===== src/rtl/rv_pipelined_shifter_if.sv =====
// Request/result handshake bundle for rv_pipelined_shifter.
// master = producer/consumer side, slave = the shift unit.
interface rv_pipelined_shifter_if #(
  parameter int XLEN  = 32,
  parameter int TAG_W = 5
);
  logic             in_valid;
  logic             in_ready;
  logic [1:0]       in_op;
  logic             in_imm;
  logic [31:0]      in_instr;
  logic [XLEN-1:0]  in_rs1;
  logic [XLEN-1:0]  in_rs2;
  logic [TAG_W-1:0] in_tag;
  logic             out_valid;
  logic             out_ready;
  logic [XLEN-1:0]  out_data;
  logic [TAG_W-1:0] out_tag;

  modport master (
    output in_valid, in_op, in_imm, in_instr, in_rs1, in_rs2, in_tag, out_ready,
    input  in_ready, out_valid, out_data, out_tag
  );

  modport slave (
    input  in_valid, in_op, in_imm, in_instr, in_rs1, in_rs2, in_tag, out_ready,
    output in_ready, out_valid, out_data, out_tag
  );
endinterface


===== src/rtl/rv_pipelined_shifter.sv =====
// Pipelined RV32/RV64 SLL/SRL/SRA unit with valid/ready, tag carry and flush.
// Define RV_SHIFTER_ROTATE_EN to make op 2'b10 a rotate-right (Zbb ROR); otherwise it aliases SLL.
module rv_pipelined_shifter #(
  parameter int XLEN        = 32,
  parameter int PIPE_STAGES = 2,
  parameter int TAG_W       = 5
) (
  input  logic                 clk,
  input  logic                 rst,
  input  logic                 flush,
  rv_pipelined_shifter_if.slave bus
);
  localparam int SHW = $clog2(XLEN);
  // Mux levels per stage; later stages may end up with fewer (or none).
  localparam int LPS = (SHW + PIPE_STAGES - 1) / PIPE_STAGES;

  typedef enum logic [1:0] {
    OP_SLL = 2'b00,
    OP_SRL = 2'b01,
    OP_ROR = 2'b10,
    OP_SRA = 2'b11
  } op_e;

  typedef struct packed {
    logic             valid;
    logic             sign;
    op_e              op;
    logic [SHW-1:0]   amt;
    logic [TAG_W-1:0] tag;
    logic [XLEN-1:0]  data;
  } stage_t;

  stage_t in_stage;
  stage_t src  [PIPE_STAGES];
  stage_t st_d [PIPE_STAGES];
  stage_t st_q [PIPE_STAGES];
  logic   stall;
  logic   unused_bits;

  function automatic logic [XLEN-1:0] shift_level(input op_e op, input logic sign,
                                                  input logic [XLEN-1:0] d, input int n);
    logic [XLEN-1:0] r;
    case (op)
      OP_SRL:  r = d >> n;
      OP_SRA:  r = (d >> n) | ({XLEN{sign}} << (XLEN - n));
`ifdef RV_SHIFTER_ROTATE_EN
      OP_ROR:  r = (d >> n) | (d << (XLEN - n));
`endif
      default: r = d << n;
    endcase
    return r;
  endfunction

  // Stage k owns levels SHW-1-k*LPS downward; the amount field keeps all bits for simplicity.
  function automatic stage_t run_stage(input stage_t s, input int k);
    stage_t r;
    r = s;
    for (int lvl = SHW - 1; lvl >= 0; lvl--) begin
      if ((SHW - 1 - lvl) / LPS == k && s.amt[lvl])
        r.data = shift_level(s.op, s.sign, r.data, 1 << lvl);
    end
    return r;
  endfunction

  // NOTE: every field is assigned on every pass through always_comb, so no latch is inferred.
  always_comb begin
    in_stage       = '0;
    in_stage.valid = bus.in_valid;
    in_stage.sign  = bus.in_rs1[XLEN-1];
`ifdef RV_SHIFTER_ROTATE_EN
    in_stage.op    = op_e'(bus.in_op);
`else
    in_stage.op    = (op_e'(bus.in_op) == OP_ROR) ? OP_SLL : op_e'(bus.in_op);
`endif
    in_stage.amt   = bus.in_imm ? bus.in_instr[20 +: SHW] : bus.in_rs2[SHW-1:0];
    in_stage.tag   = bus.in_tag;
    in_stage.data  = bus.in_rs1;
  end

  always_comb begin
    src[0] = in_stage;
    for (int k = 1; k < PIPE_STAGES; k++) src[k] = st_q[k-1];
    for (int k = 0; k < PIPE_STAGES; k++) st_d[k] = run_stage(src[k], k);
  end

  // The whole pipe freezes only when a finished result is waiting on the consumer.
  assign stall = st_q[PIPE_STAGES-1].valid && !bus.out_ready;

  // NOTE: sequential state uses non-blocking assignments so all stages shift in lockstep.
  // NOTE: only valid bits and the output register are reset; inner datapath is don't-care while invalid.
  always_ff @(posedge clk) begin
    if (rst) begin
      for (int k = 0; k < PIPE_STAGES; k++) st_q[k].valid <= 1'b0;
      st_q[PIPE_STAGES-1].data <= '0;
      st_q[PIPE_STAGES-1].tag  <= '0;
    end else if (flush) begin
      for (int k = 0; k < PIPE_STAGES; k++) st_q[k].valid <= 1'b0;
    end else if (!stall) begin
      for (int k = 0; k < PIPE_STAGES; k++) st_q[k] <= st_d[k];
    end
  end

  assign bus.in_ready  = !stall;
  assign bus.out_valid = st_q[PIPE_STAGES-1].valid;
  assign bus.out_data  = st_q[PIPE_STAGES-1].data;
  assign bus.out_tag   = st_q[PIPE_STAGES-1].tag;

  // Only the low SHW bits of the amount sources matter.
  assign unused_bits = ^{bus.in_instr, bus.in_rs2};
endmodule

===== src/flat_wrapper.sv =====
// flat-port wrapper written by rule: the top's interface ports become plain ports
module rv_pipelined_shifter_flat 
#(
  parameter int XLEN        = 32,
  parameter int PIPE_STAGES = 2,
  parameter int TAG_W       = 5
)
  (clk, rst, flush, bus_in_valid, bus_in_op, bus_in_imm, bus_in_instr, bus_in_rs1, bus_in_rs2, bus_in_tag, bus_out_ready, bus_in_ready, bus_out_valid, bus_out_data, bus_out_tag);
  rv_pipelined_shifter_if #(.XLEN(XLEN), .TAG_W(TAG_W)) bus_i ();
  input  logic clk;
  input  logic rst;
  input  logic flush;
  input wire logic [$bits(bus_i.in_valid)-1:0] bus_in_valid;
  input wire logic [$bits(bus_i.in_op)-1:0] bus_in_op;
  input wire logic [$bits(bus_i.in_imm)-1:0] bus_in_imm;
  input wire logic [$bits(bus_i.in_instr)-1:0] bus_in_instr;
  input wire logic [$bits(bus_i.in_rs1)-1:0] bus_in_rs1;
  input wire logic [$bits(bus_i.in_rs2)-1:0] bus_in_rs2;
  input wire logic [$bits(bus_i.in_tag)-1:0] bus_in_tag;
  input wire logic [$bits(bus_i.out_ready)-1:0] bus_out_ready;
  output wire logic [$bits(bus_i.in_ready)-1:0] bus_in_ready;
  output wire logic [$bits(bus_i.out_valid)-1:0] bus_out_valid;
  output wire logic [$bits(bus_i.out_data)-1:0] bus_out_data;
  output wire logic [$bits(bus_i.out_tag)-1:0] bus_out_tag;
  assign bus_i.in_valid = bus_in_valid;
  assign bus_i.in_op = bus_in_op;
  assign bus_i.in_imm = bus_in_imm;
  assign bus_i.in_instr = bus_in_instr;
  assign bus_i.in_rs1 = bus_in_rs1;
  assign bus_i.in_rs2 = bus_in_rs2;
  assign bus_i.in_tag = bus_in_tag;
  assign bus_i.out_ready = bus_out_ready;
  assign bus_in_ready = bus_i.in_ready;
  assign bus_out_valid = bus_i.out_valid;
  assign bus_out_data = bus_i.out_data;
  assign bus_out_tag = bus_i.out_tag;
  rv_pipelined_shifter #(.XLEN(XLEN), .PIPE_STAGES(PIPE_STAGES), .TAG_W(TAG_W)) u_core (.clk(clk), .rst(rst), .flush(flush), .bus(bus_i));
endmodule

===== config.mk =====
export PLATFORM = sky130hd
export DESIGN_NAME = rv_pipelined_shifter_flat
export DESIGN_NICKNAME = d
export VERILOG_FILES = /design/src/rtl/rv_pipelined_shifter_if.sv /design/src/rtl/rv_pipelined_shifter.sv /design/src/flat_wrapper.sv
export SDC_FILE = /design/constraint.sdc
export NUM_CORES = 1
export LEC_CHECK = 0
export ABC_AREA = 1
export CAP_MARGIN = 40
export CORE_ASPECT_RATIO = 1.25
export CORE_MARGIN = 8
export CORE_UTILIZATION = 40
export CTS_CLUSTER_DIAMETER = 120
export DETAILED_ROUTE_END_ITERATION = 16
export GPL_ROUTABILITY_DRIVEN = 0
export PLACE_DENSITY = 0.66
export SYNTH_ARGS = -nofsm -noshare
export SYNTH_HDL_FRONTEND = slang
export SYNTH_SLANG_ARGS = --single-unit

===== constraint.sdc =====
create_clock -name clk -period 6.4 [get_ports clk]
set_input_delay 1.28 -clock clk [delete_from_list [all_inputs] [get_ports clk]]
set_output_delay 1.28 -clock clk [all_outputs]
set_load 0.005 [all_outputs]

Yosys cells after proc, flatten, opt, wreduce, memory -nomap -nowiden
Memory sizes are Yosys's and may differ from the RTL's. Index checks and enable logic that the tools add are counted.

Register bits: 0. Bits in writable memories: 92. Input bits: 109. Output and inout bits: 39. Word-level logic and storage cells: 45. Memories kept: 1.

Memories: u_core.st_q (depth 2, width 46, rd ports 2, clocked after memory_dff 0, wr ports 2, RTL line rv_pipelined_shifter.sv:36) `stage_t st_q [PIPE_STAGES];`.

Equality and inequality tests: 5. Mux-type cells: 26. Bitwise gates (word level): 10. Reduce and logical (&&, ||, !) cells: 3.

Operator list (count): 32-bit one-hot mux with 2 select lines (5); 32-bit two-way mux (5); 37-bit two-way mux (1); 16-bit by 32-bit OR with 32-bit output (1); 24-bit by 32-bit OR with 32-bit output (1); 28-bit by 32-bit OR with 32-bit output (1); 30-bit by 32-bit OR with 32-bit output (1); 31-bit by 32-bit OR with 32-bit output (1); 1-bit two-way mux (13); 2-bit == test (second input constant) (3); 5-bit two-way mux (1); 1-bit OR (5); 2-bit by 1-bit == test with 1-bit output (second input constant) (2); 1-bit zero test (2); 2-bit two-way mux (1); 1-bit logical AND (1).

Depth between registers and ports, before layout
Gate-level depths: netlist of the first run.

Depth after elaboration: 11. Depth in mapped cells: 14. Mapped depth without buffers: 12.

Worst setup path after synthesis of the first run
Ideal clock, no wire load.

Path type: in2reg. Start: in bus_out_ready. End: mem u_core.st_q[0][0] (netlist bit), enable pin. Setup time: 423 ps. Arrival time: 3120 ps. Required time: 5977 ps. Path slack: 2857 ps. Stages: 4. Buffers on the path: 1. Path through: or2_2 nand2_1 nor2_1 clkbuf_1.

RTL lines: start: declaration (RTL line flat_wrapper.sv:20) `input wire logic [$bits(bus_i.out_ready)-1:0] bus_out_ready;`; end: declaration (RTL line rv_pipelined_shifter.sv:36).

==> results of run 1 <==
==> cell families after synthesis <==
logic type,Yosys count,synth area share [%]
AO/OA/AOI/OAI,131,12.2
flip-flops,81,36.8
buffers and inverters,187,12.2
AND/OR/NAND/NOR,589,38.8
==> Yosys cell counts, drive strengths merged <==
cell	n
o22ai	2
nand2	309
nor3	7
nor2	52
or2	5
and2	1
nand3b	11
o211ai	7
inv	113
a21oi	40
clkbuf	20
nand4	16
buf	54
nand3	188
dfxtp	1
edfxtp	80
a22oi	1
o221ai	22
a31oi	2
o21ai	57
==> where the power goes <==
| group | internal (uW) | total [uW] | switching (uW) |
|---|---|---|---|
| Clock | 253 | 425 | 172 |
| Combinational | 162 | 407 | 245 |
| Sequential | 626 | 642 | 16.0 |
| Total | 1040 | 1470 | 433 |
==> layout make-up <==
class                   instances  area (um2)  share of cell area, %
clock buffers                  11         233                   2.99
clock inverters                 2        8.76                  0.113
inverters                     113         427                   5.49
multi-input cells             720        3370                   43.3
flip-flops and latches         81        2420                   31.2
well taps                     216         270                   3.48
repair buffers                106        1040                   13.4
==> worst max-delay path, delay by kind of cell <==
family	cells	cell delay, ns
and+or+nand+nor	7	1.37
buffers and inverters	4	1.36
==> metrics by stage <==
step / instance area, um2 / util (%)
2_1_floorplan: 6580 / -
3_3_place_gp: 7500 / 46.5
3_5_place_dp: 7530 / 46.7
4_1_cts: 7770 / 48.2
5_1_grt: 7770 / 48.2
6_report: 7770 / 48.2
==> metal layers <==
metal  GRT usage [%]  part of all wire (%)  vias to the layer above
met5               0                     0                        -
li1                -                     -                     3384
met2            25.7                    48                      188
met1            22.5                    45                     2934
met3            2.31                   5.5                       14
met4            4.71                   1.5                        0
==> path summary, 6_finish.rpt <==
| path | start | cells after the start | to |
|---|---|---|---|
| worst max register to register | u_core.st_q[0][42]$_DFFE_PP_ | 7 | u_core.st_q[1][16]$_SDFFCE_PN0P_ |
| worst min register to register | u_core.st_q[0][45]$_SDFFE_PP0P_ | 2 | u_core.st_q[0][45]$_SDFFE_PP0P_ |
| worst min-delay path | u_core.st_q[0][45]$_SDFFE_PP0P_ | 2 | u_core.st_q[0][45]$_SDFFE_PP0P_ |
| worst max-delay path | bus_in_imm | 11 | u_core.st_q[0][8]$_DFFE_PP_ |
==> metrics, run 1 <==
fill cell count=1720; H-Tree Depth=3; dpl hpwl=12400 um; postcts setup bufs=0; Max-Cap Viols=0; antenna violations before repair=0; critical path, cell by cell=clkdlybuf4s50_1, inv_2, nand2_2, nand2_1, buf_4, inv_2, nand2_1, nand3_1, nand3_1, nand3_1, and2_1; Synth area leader=edfxtp_1; first drt pass iteration count=5; Horiz. Die Dim=around 130 um; vias in the first global route=around 5600; Regs by FF count=u_core.st_q x81; crit-path max cell delay=0.60 ns; max reg flops=81; Finished Layout Cells=1249; Max FO, Critical Path=slightly below 50; post-route ant nets=0; synthesis-to-finish area growth=18.1%; DR WL/cell=between 10 and 15 um; post-synthesis sequential area ratio=36.8%; share of layout cells above drive strength 1=under 10%; clock slew seen by the registers of the worst setup and hold paths=roughly 0.05 ns; Setup WS pre-CTS=approximately 2.1 ns; worst reg2reg setup slack=approximately 3.7 ns; TritonCTS buffer count=9; global-route wire length before repair=approximately 28000 um; Layout Skew=roughly 0.0051 ns; clk sinks=81; n_diodes=0; min Tclk post-route=3.97 ns; CP dominant cell by count=nand3_1; hold slack=roughly 0.5 ns; Via-to-Cell Ratio=5.22; I/O pin cnt=148; Tcrit/Tclk final=62.0%; relative slew slack=between 30% and 40%; initial core utilization=40.8%; hold_buf cts=0; Peak Freq=about 250 MHz; max-slew violations=0; pin count of the biggest net entering global routing=56; HP Class=register to register; TritonCTS clock tree=yes; flops & latches, synth=around 80; CTS root buffer=clkbuf_16; CP startpoint kind=primary input; final worst setup slack=2.43 ns; die area=20800 um2; RSZ-0062 raised after global routing=no; Post-Syn Instances=a little under 1000; Die H=between 150 and 200 um; final hold viol count=0; Syn Area/Cell=about 6.7 um2; status=finished, final reports clean; WS Path Type=primary input to register; final count of negative-setup-slack endpoints=0; Vias=around 6500; Reg with most FFs=u_core.st_q; syn nets=1097; Pwr Total=between 1000 and 1500 uW; Critical Path RT=around 6.5 ns; Total GRT Usage=between 15 and 20%; Worst Setup End Kind=register; largest cells by area after synthesis=edfxtp_1 (36%), nand2_1 (18%), nand3_1 (14%); Leakage=between 0.003 and 0.004 uW; nets@finish=roughly 1100; Core Footprint=16100 um2; placed insts=1236; Synth top area share=a little over a third; Worst-Margin Slew=between 0.8 and 0.9 ns; count of cell types in the netlist=30; most common cell after layout, fill and taps aside=nand2_1; drc violations=0; Worst EP arrival=about 4.1 ns; commonest non-fill, non-tap cells in the layout=nand2_1 (307), nand3_1 (188), inv_1 (109); highest ir drop seen on vdd=0.000108 V; P per Cell Area=~190 nW/um2; Synth Cell Area=6580 um2; Worst-Skew Late Latency=around 0.33 ns; yosys warns=0; row cnt=52; total grt overflow=0; slowest CP cell=clkdlybuf4s50_1; Setup TNS=0 ns; IO buf count=93; detailed router's first-iteration violation count=581; clock buffer depth=2; WL final=approximately 17000 um; # resized after CTS=0
(Power assumes the default switching activity.)
==> run 2: changes to the inputs <==
Settings changed: PLACE_DENSITY 0.66 to 0.68.
Clock period 6.4 ns to 3.3 ns, I/O delays scaled along.
==> run 2 against run 1 <==
Combinational power is 97% higher. Routed wire length is 0.99% lower. Clock skew hardly changed. Via count hardly changed. Flip-flop and latch count stayed put. Cell count is 0.64% higher. Sequential share of layout area is 0.29 points lower. Critical path depth is 1 lower. Utilization is 0.45 points higher. Critical path type unchanged. Highest routed layer unchanged.
==> metrics, run 2 (synthesis gave the netlist of run 1 again) <==
status=finished, final reports clean; clock slew seen by the registers of the worst setup and hold paths=0.05 ns (about the same); Regs by FF count=u_core.st_q x81; Tcrit/Tclk final=between 80% and 90%; Pint=2030 uW (+95%); met1 Resource Use GR=21.9% (-0.61 points); max reg flops=81 (unchanged); row cnt=52 (unchanged); worst reg2reg setup slack=1.33 ns (-2.38 ns); TritonCTS buffer count=9 (unchanged); Finished Core Util=48.6% (+0.45 points); Seq pwr share=43.3% (-0.3 points); placed insts=1243 (+0.57%); WL final=16900 um (-0.99%); detailed router's first-iteration violation count=669 (+15%); switching part of the total power=29.2% (-0.17 points); Worst EP arrival=2.83 ns (-1.22 ns); Leakage=0.00362 uW (+1.0%); Die H=159 um (unchanged); final count of negative-setup-slack endpoints=0 (unchanged); n_diodes=0 (unchanged); vias in the first global route=5697 (+2.1%); synthesis-to-finish area growth=19.2%; DR WL/cell=13.5 um (-1.6%); P per Cell Area=366 nW/um2 (+93%); global-route wire length before repair=28100 um (+0.45%); Vias=6522 (+0.031%); Horiz. Die Dim=131 um (unchanged); Worst Setup End Kind=register; Psw=838 uW (+94%); Total GRT Usage=16.4% (+0.026 points); share of layout cells above drive strength 1=4.51% (+0.55 points); most common cell after layout, fill and taps aside=nand2_1; Core Footprint=16100 um2 (unchanged); Finished Layout Cells=1257 (+0.64%); I/O pin cnt=148 (unchanged); first drt pass iteration count=5 (unchanged); dpl hpwl=12700 um (+2.0%); hold_buf cts=0 (unchanged); WS Path Type=primary input to register; clock buffer depth=2 (unchanged); Layout Skew=0.00502 ns (-0.0000539 ns); IO buf count=93 (unchanged); grt peak-use layer=met2; pin count of the biggest net entering global routing=56 (unchanged); clk sinks=81 (unchanged); total grt overflow=0 (unchanged); Setup TNS=0 ns (unchanged); Worst-Margin Slew=0.689 ns (-0.208 ns); nets@finish=1147 (+0.61%); initial core utilization=40.8% (unchanged); Pwr Total=2870 uW (+95%); Max-Cap Viols=0 (unchanged); post-route ant nets=0 (unchanged); Critical Path RT=3.42 ns (-3.06 ns); # resized after CTS=0 (unchanged); Peak Freq=between 300 and 400 MHz; Via-to-Cell Ratio=5.19 (-0.61%); RSZ-0062 raised after global routing=no; H-Tree Depth=3 (unchanged); CP startpoint kind=primary input; GR Util met2=26.4% (+0.63 points); Reg with most FFs=u_core.st_q; die area=20800 um2 (unchanged); Max FO, Critical Path=49 (unchanged); power share of the combinational group=27.9% (+0.3 points); GRT met3 Usage=2.04% (-0.27 points); WHS Path Cells=2 (unchanged); R2R depth=7 (unchanged); TritonCTS clock tree=yes; max-slew violations=0 (unchanged); highest ir drop seen on vdd=0.000223 V (+110%); HP Class=register to register; drc violations=0 (unchanged); antenna violations before repair=0 (unchanged); clock power share=28.8% (about the same); relative slew slack=54.0% (+14 points); Worst-Skew Late Latency=0.33 ns (about the same); commonest non-fill, non-tap cells in the layout=nand2_1 (307), nand3_1 (188), inv_1 (109); final hold viol count=0 (unchanged); postcts setup bufs=0 (unchanged); CTS root buffer=clkbuf_16; min Tclk post-route=2.71 ns
## run 2: area by class of cell
class | instances | area, um2
fillers | 1687 | 8290
multi-input cells | 720 | 3370
flip-flops and latches | 81 | 2420
repair buffers | 113 | 1110
inverters | 113 | 427
well taps | 216 | 270
clock buffers | 12 | 236
clock inverters | 2 | 7.51
## run 2: worst paths after layout
check,startpoint,endpoint
setup / recovery,bus_in_imm,u_core.st_q[0][2]$_DFFE_PP_
hold / removal,u_core.st_q[0][45]$_SDFFE_PP0P_,u_core.st_q[0][45]$_SDFFE_PP0P_
setup reg to reg,u_core.st_q[1][45]$_SDFFCE_PN0P_,u_core.st_q[0][1]$_DFFE_PP_
hold reg to reg,u_core.st_q[0][45]$_SDFFE_PP0P_,u_core.st_q[0][45]$_SDFFE_PP0P_
## run 2: worst max-delay path, cell delays in order
cell and delay [ns]:
clkdlybuf4s50_1 0.69, inv_2 0.10, nand2_2 0.26, nand2_1 0.15
buf_12 0.21, inv_2 0.13, nand2_1 0.08, a21oi_1 0.14
o21ai_0 0.09, o21ai_0 0.30
## run 2: power groups by stage
stage / Sequential [uW] / Clock, uW / Combinational [uW]
after floorplan: 1260 / 0 / 526
after global placement: 1260 / 0 / 790
after detailed placement: 1260 / 0 / 796
after CTS: 1240 / 844 / 799
after global routing: 1250 / 881 / 901
final: 1240 / 827 / 800
## run 2: stage by stage
stage / setup slack (ns) / instance area [um2] / hold WS (ns)
after floorplan: 0.377 / 6580 / 0.467
after global placement: 0.273 / 7600 / 0.485
after detailed placement: 0.224 / 7600 / 0.489
after CTS: 0.562 / 7850 / 0.500
after global routing: 0.362 / 7850 / 0.535
final: 0.591 / 7850 / 0.497
## run 2: metal layers
layer / part of all wire, % / up-vias
met2: 47 / 215
met3: 6.2 / 18
li1: - / 3403
met4: 1.6 / 0
met1: 45 / 2886
met5: 0 / -
